[src/rtl/add_sub4_acc_ctrl_if.sv]
// Command, adder and result signals for add_sub4_acc_ctrl.
// The slave modport is the controller's view; the master modport is the
// view of whatever drives commands, models ADD_SUB4 and observes results.
interface add_sub4_acc_ctrl_if;
  logic       CMD_VALID;
  logic       CMD_READY;
  logic [2:0] CMD_OP;
  logic [3:0] CMD_DATA;
  logic [3:0] ADDER_A;
  logic [3:0] ADDER_B;
  logic       ADDER_SUB;
  logic [3:0] ADDER_ANS;
  logic       ADDER_OVF;
  logic [3:0] ACC;
  logic       OVF_LAST;
  logic       OVF_STICKY;
  logic       RES_VALID;
  logic       BUSY;

  modport slave (
    input  CMD_VALID, CMD_OP, CMD_DATA, ADDER_ANS, ADDER_OVF,
    output CMD_READY, ADDER_A, ADDER_B, ADDER_SUB,
           ACC, OVF_LAST, OVF_STICKY, RES_VALID, BUSY
  );

  modport master (
    output CMD_VALID, CMD_OP, CMD_DATA, ADDER_ANS, ADDER_OVF,
    input  CMD_READY, ADDER_A, ADDER_B, ADDER_SUB,
           ACC, OVF_LAST, OVF_STICKY, RES_VALID, BUSY
  );
endinterface

[src/rtl/add_sub4_acc_ctrl.sv]
// Command-driven 4-bit signed accumulator wrapped around an external
// ADD_SUB4. Operands/SUB are registered toward the adder; its result and
// overflow are captured into ACC and the overflow flags. MUL is performed
// as repeated addition through the same adder.
module add_sub4_acc_ctrl (
  input  logic CLK,
  input  logic RST,
  add_sub4_acc_ctrl_if.slave bus
);

  typedef enum logic [1:0] {
    S_IDLE = 2'd0,
    S_EXEC = 2'd1,
    S_DONE = 2'd2
  } state_t;

  typedef enum logic [2:0] {
    OP_NOP  = 3'b000,
    OP_LOAD = 3'b001,
    OP_ADD  = 3'b010,
    OP_SUB  = 3'b011,
    OP_MUL  = 3'b100,
    OP_CLRF = 3'b101,
    OP_NEG  = 3'b110,
    OP_RSVD = 3'b111
  } op_t;

  state_t     state_q, state_d;
  op_t        op_q, op_d;
  logic [3:0] opb_q, opb_d;
  logic [3:0] cnt_q, cnt_d;
  logic [3:0] acc_q, acc_d;
  logic       ovf_last_q, ovf_last_d;
  logic       ovf_sticky_q, ovf_sticky_d;
  logic       mul_ovf_q, mul_ovf_d;
  logic [3:0] adder_a_q, adder_a_d;
  logic [3:0] adder_b_q, adder_b_d;
  logic       adder_sub_q, adder_sub_d;

  logic       cmd_ready;
  logic       res_valid;
  logic       busy;

  // FSM state register
  always_ff @(posedge CLK) begin
    if (RST) state_q <= S_IDLE;
    else     state_q <= state_d;
  end

  // Datapath registers: accumulator, flags, latched command and adder inputs
  always_ff @(posedge CLK) begin
    if (RST) begin
      op_q         <= OP_NOP;
      opb_q        <= '0;
      cnt_q        <= '0;
      acc_q        <= '0;
      ovf_last_q   <= 1'b0;
      ovf_sticky_q <= 1'b0;
      mul_ovf_q    <= 1'b0;
      adder_a_q    <= '0;
      adder_b_q    <= '0;
      adder_sub_q  <= 1'b0;
    end else begin
      op_q         <= op_d;
      opb_q        <= opb_d;
      cnt_q        <= cnt_d;
      acc_q        <= acc_d;
      ovf_last_q   <= ovf_last_d;
      ovf_sticky_q <= ovf_sticky_d;
      mul_ovf_q    <= mul_ovf_d;
      adder_a_q    <= adder_a_d;
      adder_b_q    <= adder_b_d;
      adder_sub_q  <= adder_sub_d;
    end
  end

  // Next-state, datapath updates and handshake/status outputs
  always_comb begin
    state_d      = state_q;
    op_d         = op_q;
    opb_d        = opb_q;
    cnt_d        = cnt_q;
    acc_d        = acc_q;
    ovf_last_d   = ovf_last_q;
    ovf_sticky_d = ovf_sticky_q;
    mul_ovf_d    = mul_ovf_q;
    adder_a_d    = adder_a_q;
    adder_b_d    = adder_b_q;
    adder_sub_d  = adder_sub_q;
    cmd_ready    = 1'b0;
    res_valid    = 1'b0;
    busy         = 1'b0;

    case (state_q)
      S_IDLE: begin
        cmd_ready = 1'b1;
        if (bus.CMD_VALID) begin
          state_d     = S_EXEC;
          op_d        = op_t'(bus.CMD_OP);
          mul_ovf_d   = 1'b0;
          adder_a_d   = '0;
          adder_b_d   = '0;
          adder_sub_d = 1'b0;
          case (op_t'(bus.CMD_OP))
            OP_LOAD: opb_d = bus.CMD_DATA;
            OP_ADD: begin
              opb_d     = bus.CMD_DATA;
              adder_a_d = acc_q;
              adder_b_d = bus.CMD_DATA;
            end
            OP_SUB: begin
              opb_d       = bus.CMD_DATA;
              adder_a_d   = acc_q;
              adder_b_d   = bus.CMD_DATA;
              adder_sub_d = 1'b1;
            end
            OP_NEG: begin
              opb_d       = acc_q;
              adder_b_d   = acc_q;
              adder_sub_d = 1'b1;
            end
            OP_MUL: begin
              // ACC is cleared at accept, so the first adder A operand is 0
              opb_d     = acc_q;
              cnt_d     = bus.CMD_DATA;
              acc_d     = '0;
              adder_b_d = acc_q;
            end
            default: ;
          endcase
        end
      end

      S_EXEC: begin
        busy    = 1'b1;
        state_d = S_DONE;
        case (op_q)
          OP_ADD, OP_SUB, OP_NEG: begin
            acc_d        = bus.ADDER_ANS;
            ovf_last_d   = bus.ADDER_OVF;
            ovf_sticky_d = ovf_sticky_q | bus.ADDER_OVF;
          end
          OP_LOAD: begin
            acc_d      = opb_q;
            ovf_last_d = 1'b0;
          end
          OP_CLRF: begin
            ovf_last_d   = 1'b0;
            ovf_sticky_d = 1'b0;
          end
          OP_MUL: begin
            if (cnt_q != 4'd0) begin
              // Feed each partial sum straight back as the next A operand
              state_d   = S_EXEC;
              acc_d     = bus.ADDER_ANS;
              cnt_d     = cnt_q - 4'd1;
              mul_ovf_d = mul_ovf_q | bus.ADDER_OVF;
              adder_a_d = bus.ADDER_ANS;
              adder_b_d = opb_q;
            end else begin
              ovf_last_d   = mul_ovf_q;
              ovf_sticky_d = ovf_sticky_q | mul_ovf_q;
            end
          end
          default: ;
        endcase
      end

      S_DONE: begin
        busy      = 1'b1;
        res_valid = 1'b1;
        state_d   = S_IDLE;
      end

      default: state_d = S_IDLE;
    endcase
  end

  assign bus.CMD_READY  = cmd_ready;
  assign bus.RES_VALID  = res_valid;
  assign bus.BUSY       = busy;
  assign bus.ACC        = acc_q;
  assign bus.OVF_LAST   = ovf_last_q;
  assign bus.OVF_STICKY = ovf_sticky_q;
  assign bus.ADDER_A    = adder_a_q;
  assign bus.ADDER_B    = adder_b_q;
  assign bus.ADDER_SUB  = adder_sub_q;

endmodule

[src/flat_wrapper.sv]
// flat-port wrapper written by rule: the top's interface ports become plain ports
module add_sub4_acc_ctrl_flat 
  (CLK, RST, bus_CMD_VALID, bus_CMD_OP, bus_CMD_DATA, bus_ADDER_ANS, bus_ADDER_OVF, bus_CMD_READY, bus_ADDER_A, bus_ADDER_B, bus_ADDER_SUB, bus_ACC, bus_OVF_LAST, bus_OVF_STICKY, bus_RES_VALID, bus_BUSY);
  add_sub4_acc_ctrl_if bus_i ();
  input  logic CLK;
  input  logic RST;
  input wire logic [$bits(bus_i.CMD_VALID)-1:0] bus_CMD_VALID;
  input wire logic [$bits(bus_i.CMD_OP)-1:0] bus_CMD_OP;
  input wire logic [$bits(bus_i.CMD_DATA)-1:0] bus_CMD_DATA;
  input wire logic [$bits(bus_i.ADDER_ANS)-1:0] bus_ADDER_ANS;
  input wire logic [$bits(bus_i.ADDER_OVF)-1:0] bus_ADDER_OVF;
  output wire logic [$bits(bus_i.CMD_READY)-1:0] bus_CMD_READY;
  output wire logic [$bits(bus_i.ADDER_A)-1:0] bus_ADDER_A;
  output wire logic [$bits(bus_i.ADDER_B)-1:0] bus_ADDER_B;
  output wire logic [$bits(bus_i.ADDER_SUB)-1:0] bus_ADDER_SUB;
  output wire logic [$bits(bus_i.ACC)-1:0] bus_ACC;
  output wire logic [$bits(bus_i.OVF_LAST)-1:0] bus_OVF_LAST;
  output wire logic [$bits(bus_i.OVF_STICKY)-1:0] bus_OVF_STICKY;
  output wire logic [$bits(bus_i.RES_VALID)-1:0] bus_RES_VALID;
  output wire logic [$bits(bus_i.BUSY)-1:0] bus_BUSY;
  assign bus_i.CMD_VALID = bus_CMD_VALID;
  assign bus_i.CMD_OP = bus_CMD_OP;
  assign bus_i.CMD_DATA = bus_CMD_DATA;
  assign bus_i.ADDER_ANS = bus_ADDER_ANS;
  assign bus_i.ADDER_OVF = bus_ADDER_OVF;
  assign bus_CMD_READY = bus_i.CMD_READY;
  assign bus_ADDER_A = bus_i.ADDER_A;
  assign bus_ADDER_B = bus_i.ADDER_B;
  assign bus_ADDER_SUB = bus_i.ADDER_SUB;
  assign bus_ACC = bus_i.ACC;
  assign bus_OVF_LAST = bus_i.OVF_LAST;
  assign bus_OVF_STICKY = bus_i.OVF_STICKY;
  assign bus_RES_VALID = bus_i.RES_VALID;
  assign bus_BUSY = bus_i.BUSY;
  add_sub4_acc_ctrl u_core (.CLK(CLK), .RST(RST), .bus(bus_i));
endmodule
[config.mk]
export PLATFORM = sky130hd
export DESIGN_NAME = add_sub4_acc_ctrl_flat
export DESIGN_NICKNAME = d
export VERILOG_FILES = /design/src/rtl/add_sub4_acc_ctrl_if.sv /design/src/rtl/add_sub4_acc_ctrl.sv /design/src/flat_wrapper.sv
export SDC_FILE = /design/constraint.sdc
export NUM_CORES = 1
export LEC_CHECK = 0
export BUFFER_PORTS_ARGS = -buffer_cell sky130_fd_sc_hd__clkbuf_2
export CORE_MARGIN = 1
export CORE_UTILIZATION = 47
export DETAILED_ROUTE_END_ITERATION = 8
export PLACE_DENSITY = 0.81
export SLEW_MARGIN = 20
export SYNTH_ARGS = -nofsm -noshare
export SYNTH_HDL_FRONTEND = slang
export SYNTH_SLANG_ARGS = --single-unit
[constraint.sdc]
create_clock -name CLK -period 5.14 [get_ports CLK]
set_clock_uncertainty 0.05 [all_clocks]
set_input_delay 0.771 -clock CLK [delete_from_list [all_inputs] [get_ports CLK]]
set_output_delay 0.771 -clock CLK [all_outputs]
set_load 0.05 [all_outputs]
* Word-level counts from Yosys, hierarchy flattened
Cells that the tools add are included.
Widths: inputs -> output; s select.
** Storage, ports and cells
- Flip-flop bits (word level) :: 29
- Bits in latches :: 0
- Bits in writable memories :: 0
- ROM bits :: 0
- Bits of input ports :: 15
- Output and inout port bits :: 18
- Word-level logic and storage cells :: 91
- Memories :: 0
** Cells by class
- Add/sub/neg operators :: 1
- Multipliers :: 0
- Div/mod/pow operators :: 0
- $lt $le $gt $ge :: 0
- Equality and inequality tests :: 20
- Shifts and indexed selects :: 0
- Mux-type cells :: 36
- Bitwise gates (word level) :: 3
- Reductions and logical operators :: 20
** Operators with widths (count)
- $mux 4 :: 13
- $pmux 4 s2 :: 6
- $eq 3x3->1 const B :: 5
- $eq 3x2->1 const B :: 4
- $pmux 4 s3 :: 1
- $reduce_and 5->1 :: 2
- $reduce_or 2->1 :: 5
- $mux 1 :: 9
- $reduce_and 3->1 :: 3
- $eq 3x1->1 const B :: 2
- $mux 2 :: 3
- $ne 2x2->1 const B :: 3
- $pmux 1 s3 :: 2
- $reduce_bool 3->1 :: 2
- $reduce_or 3->1 :: 2
- $ne 2x1->1 const B :: 2
- $ne 4x3->1 const B :: 1
- $pmux 2 s2 :: 1
- $reduce_and 4->1 :: 1
- $reduce_bool 2->1 :: 2
- $reduce_bool 4->1 :: 1
- $sub 4x1->4 const B :: 1
- $ne 3x2->1 const B :: 1
- $or 1x1->1 :: 3
- other kinds (5) :: 5

* Depth between registers and ports, before layout
- Word-level depth :: 5
- Gate-level depth with buffers :: 8
- Depth with buffers taken out :: 6

* Worst setup path before layout
No wires, ideal clock.
- Path type :: flip-flop to flip-flop
- Start point :: register u_core.state_q[0]
- End point :: register u_core.acc_q[0] (netlist: u_core.bus.ACC[0])
- Setup time :: 0.116 ns
- Arrival time :: 2.067 ns
- Required time :: 4.974 ns
- Path slack :: 2.907 ns
- Stages on the path, launching flop included :: 9
- Buffers on the path :: 2
- Clock period less this slack :: 2.233 ns
- Cells stage by stage :: dfxtp_1 > inv_1 > ha_1 > buf_2 > nand2_1 > o31ai_2 > buf_2 > a21oi_1 > a41o_1
** On the way
- Longest elaborated chain between the ends :: 3
- Elaborated cells between the ends (all ways) :: 9
- Those cells by class :: eq/ne (5); mux (1); reduce/logical (3)
** RTL lines
- from (decl) :: line add_sub4_acc_ctrl.sv:28 : state_t state_q, state_d;
- from (signal assigned) :: line add_sub4_acc_ctrl.sv:47 : else state_q <= state_d;
- $eq 2x1->1 or $logic_not 2->1 (tied branches) :: line add_sub4_acc_ctrl.sv:94 : case (state_q)
- $ne 4x3->1 (no line) (tied with other cells)
- $reduce_and 5->1 (no line)
- to (signal assigned) :: line add_sub4_acc_ctrl.sv:56 : acc_q <= '0;
- to (signal assigned) :: line add_sub4_acc_ctrl.sv:67 : acc_q <= acc_d;
- to (decl) :: line add_sub4_acc_ctrl.sv:32 : logic [3:0] acc_q, acc_d;
Several ways; a longest one is shown, not always the timed one.
A chain may end at the register's enable or synchronous reset.

* Worst setup path after layout
- Start point :: register u_core.state_q[0]
- End point :: register u_core.acc_q[3] (netlist: u_core.bus.ACC[3])
Same word-level chain as after synthesis.

==> flow_summary_export.csv <==
group,metric,value,unit
finish,finalCoreUtilization,58.70,%
worst_setup_path,end_kind,"flip-flop",
timing,hold_ws,0.4154,ns
floorplanning,start_util,51.18,%
timing,setup_viol,0,
clock_tree,htreeDepth,2,
logic_synthesis,synth_fp_nets,212,
logic_synthesis,ys_seq_elements,29,
logic_synthesis,synth-simple-area-share,19.77,%
timing,worst_pin_slew,0.8535,ns
floorplanning,io_pins,33,
timing,setup_tns,0,ns
drt,drt_iter0_drc,134,
timing,min_period,2.355,ns
floorplanning,core_area,3178,µm²
clock_tree,insertion_delay,0.34,ns
timing,hold_violations,0,
logic_synthesis,synth-compound-area-share,31.92,%
placed_design,hpwlAfterDp,2812,µm
floorplanning,die_h,60.83,µm
floorplanning,die_w,60.83,µm
power_and_ir_drop,power_leakage,0.7469,nW
clock_tree,cts.clk_slew.worst_paths,0.09,ns
finish,fin_nets,238,
hold_path,hp-class,"reg -> reg",
drt,wire_per_inst,14.95,µm
run,cap_violations,0,
finish,layout-drive-gt1-share,22.27,%
worst_setup_path,cp_max_fo,13,
global_route,antenna_found_initial,0,
logic_synthesis,yosysWarnings,0,
worst_setup_path,crit_family,"compound AO/OA/AOI/OAI gates",
worst_setup_path,worstPathRequired,5.33,ns
logic_synthesis,synth_top_area_cell,"dfxtp_1",
logic_synthesis,async_reset_ff_share,0,%
logic_synthesis,ys.flop_type,"dfxtp_1",
timing,rsz0062_at_grt,"false",
timing,max_freq,424.6,MHz
timing,drv_slew,0,
timing,finalCritPeriodShare,45.82,%
drt,ant_nets,0,
global_route,track_usage,23.29,%
clock_tree,post_cts_buffers,0,
logic_synthesis,avgSynthCellArea,8.428,µm²
logic_synthesis,ys_seq_area_share,35.69,%
finish,area_delta_synth_final,14.69,%
global_route,overflow,0,
drt,drt-pass1-iter-count,4,
finish,fin_cells,264,
clock_tree,cts_tree,"built",
floorplanning,core.rowCount,20,
finish,fill_cells,320,
worst_setup_path,slowest_delay,0.77,ns
worst_setup_path,crit_chain,"inv_1 > ha_1 > nand2_1 > o31ai_2 > a21oi_1 > a41o_1",
worst_setup_path,crit_buf_inv,1,
clock_tree,cts_resized,0,
timing,slew_headroom,42.76,%
clock_tree,postCtsHoldBufs,0,
logic_synthesis,synth_edf_count,0,
logic_synthesis,synth_area_leaders,"dfxtp_1 (36%), a21oi_1 (6.8%), nand2b_1 (3.8%), a311oi_1 (3.8%), nand2_1 (3.5%)",
global_route,grt_max_degree,31,
finish,insertedDiodeCount,0,
floorplanning,fp.dieArea,3700,µm²
drt,num_vias,1559,
status,outcome,"completed",
logic_synthesis,synth-xor-area-share,0.5385,%
logic_synthesis,muxShareOfSynthArea,3.385,%
placed_design,placement.io_buffers,32,
logic_synthesis,synth_area,1627,µm²
power_and_ir_drop,p_per_area,333.4,nW/µm²
drt,drcViolationCount,0,
logic_synthesis,syn_inst,193,
logic_synthesis,synth_top_family_by_area,"compound AO/OA/AOI/OAI gates",
worst_setup_path,crit_slowest_cell,"o31ai_2",
worst_setup_path,critPathLaunchType,"flip-flop",
placed_design,dpl_cell_area,1780,µm²
finish,final_cell_area,1866,µm²
logic_synthesis,synthDistinctLibCells,41,
power_and_ir_drop,ir_worst_vdd,0.2531,mV
worst_setup_path,arrival,2.55,ns
drt,routed_wl,3948,µm
logic_synthesis,synth_fa_ha_area_share,3.077,%
placed_design,post-place-cells,256,
clock_tree,cts-buffers-inserted,5,
drt,via_per_inst,5.905,
global_route,grt_pass1_vias,1296,
clock_tree,clock-root-buffer,"clkbuf_4",
placed_design,gp_congestion,0.8315,
logic_synthesis,synth_top_area_share,35.69,%
clock_tree,clock-sinks,29,
clock_tree,clk_path_buf_depth,2,
global_route,grt_pass1_wl,6134,µm
worst_setup_path,critPathKind,"reg -> reg",
## metrics by stage
| step | power (mW) | worst slack [ns] |
|---|---|---|
| final | 0.6220 | 2.785 |
| after global placement | 0.4223 | 2.792 |
| after detailed placement | 0.4257 | 2.714 |
| after CTS | 0.6244 | 2.822 |
| after global routing | 0.6520 | 2.668 |
| after floorplan | 0.3899 | 2.907 |
## metal layers
metal	vias up	track usage, %	wire (µm)
met4	0	11.36	104
li1	776	-	-
met5	-	0	0
met3	12	6.397	186
met2	42	35.79	1808
met1	729	30.13	1848
## cells in the mapped netlist, types with 5 or more instances
cell	instances
a41o_1	5
nor2_1	12
a311oi_1	7
o21ai_0	9
nand2b_1	10
o2111ai_1	5
inv_1	8
a21oi_1	22
nand2_1	15
clkbuf_1	6
and2_1	5
nand3_1	7
dfxtp_1	29
a31oi_1	6
## cell usage in the layout, fill, tap and decap left out, types with 2 or more instances in the layout
cell type,synthesis,routed
o31ai_1,2,2
a31oi_1,6,6
o2111ai_1,5,5
clkbuf_2,0,32
clkbuf_4,0,5
nand3_1,7,7
nand4_1,2,2
a41o_1,5,5
nor2b_1,3,3
dfxtp_1,29,29
o21ai_0,9,9
a311oi_1,7,7
mux2_2,4,4
nand3b_1,2,2
nand2b_1,10,10
nor2_1,12,12
a221o_1,4,4
a21oi_1,22,22
nor3_1,3,3
inv_1,8,8
nand2_1,15,15
and2_1,5,5
ha_1,4,4
## where the power goes
group          internal [mW]  leakage (nW)  total, mW  switching (mW)
Clock                  0.116        0.0455      0.200          0.0838
Sequential             0.241         0.237      0.254          0.0125
Combinational         0.0516         0.465      0.168           0.117
Total                  0.409         0.747      0.622           0.213
## cell type report
class | instances | area [µm²] | share of cell area (%)
clock inverter | 1 | 30.03 | 1.610
sequential | 29 | 580.6 | 31.12
clock buffer | 7 | 55.05 | 2.951
timing repair buffer | 32 | 160.2 | 8.585
multi-input combinational | 143 | 954.7 | 51.17
inverter | 8 | 30.03 | 1.610
tap | 44 | 55.05 | 2.951
## kinds of logic after synthesis
family                   after synthesis
AO/OA/AOI/OAI                         71
XOR/XNOR                               1
adder cells (fa/ha/maj)                4
buffers and inverters                 21
flip-flops                            29
multiplexers                           5
AND/OR/NAND/NOR                       62
## sequential cells by signal, summed over array words and instances, names as in the netlist
register               count
u_core.bus.ADDER_A         4
u_core.cnt_q               4
u_core.bus.OVF_STICKY      1
u_core.state_q             2
u_core.mul_ovf_q           1
u_core.bus.ADDER_B         4
u_core.op_q                3
u_core.bus.ADDER_SUB       1
u_core.opb_q               4
u_core.bus.ACC             4
u_core.bus.OVF_LAST        1
## worst reg2reg max path, delay by kind of cell (launching register included)
kind	cells	cell delay, ns
flops	1	0.33
buf+inv	1	0.09
simple gates	1	0.30
fa+ha+maj	1	0.34
compound gates	3	1.16
## worst paths after layout
kind,from,end,slack [ns],cells past startpoint
worst min-delay path,u_core.bus.ADDER_SUB$_SDFFE_PP0P_,u_core.bus.ADDER_SUB$_SDFFE_PP0P_,0.42,2
worst max register to register,u_core.state_q[0]$_SDFFE_PP0P_,u_core.bus.ACC[3]$_SDFFE_PP0P_,2.78,6
worst max-delay path,u_core.state_q[0]$_SDFFE_PP0P_,u_core.bus.ACC[3]$_SDFFE_PP0P_,2.78,6
worst min register to register,u_core.bus.ADDER_SUB$_SDFFE_PP0P_,u_core.bus.ADDER_SUB$_SDFFE_PP0P_,0.42,2
No activity file was read; power rests on OpenSTA's default activity.
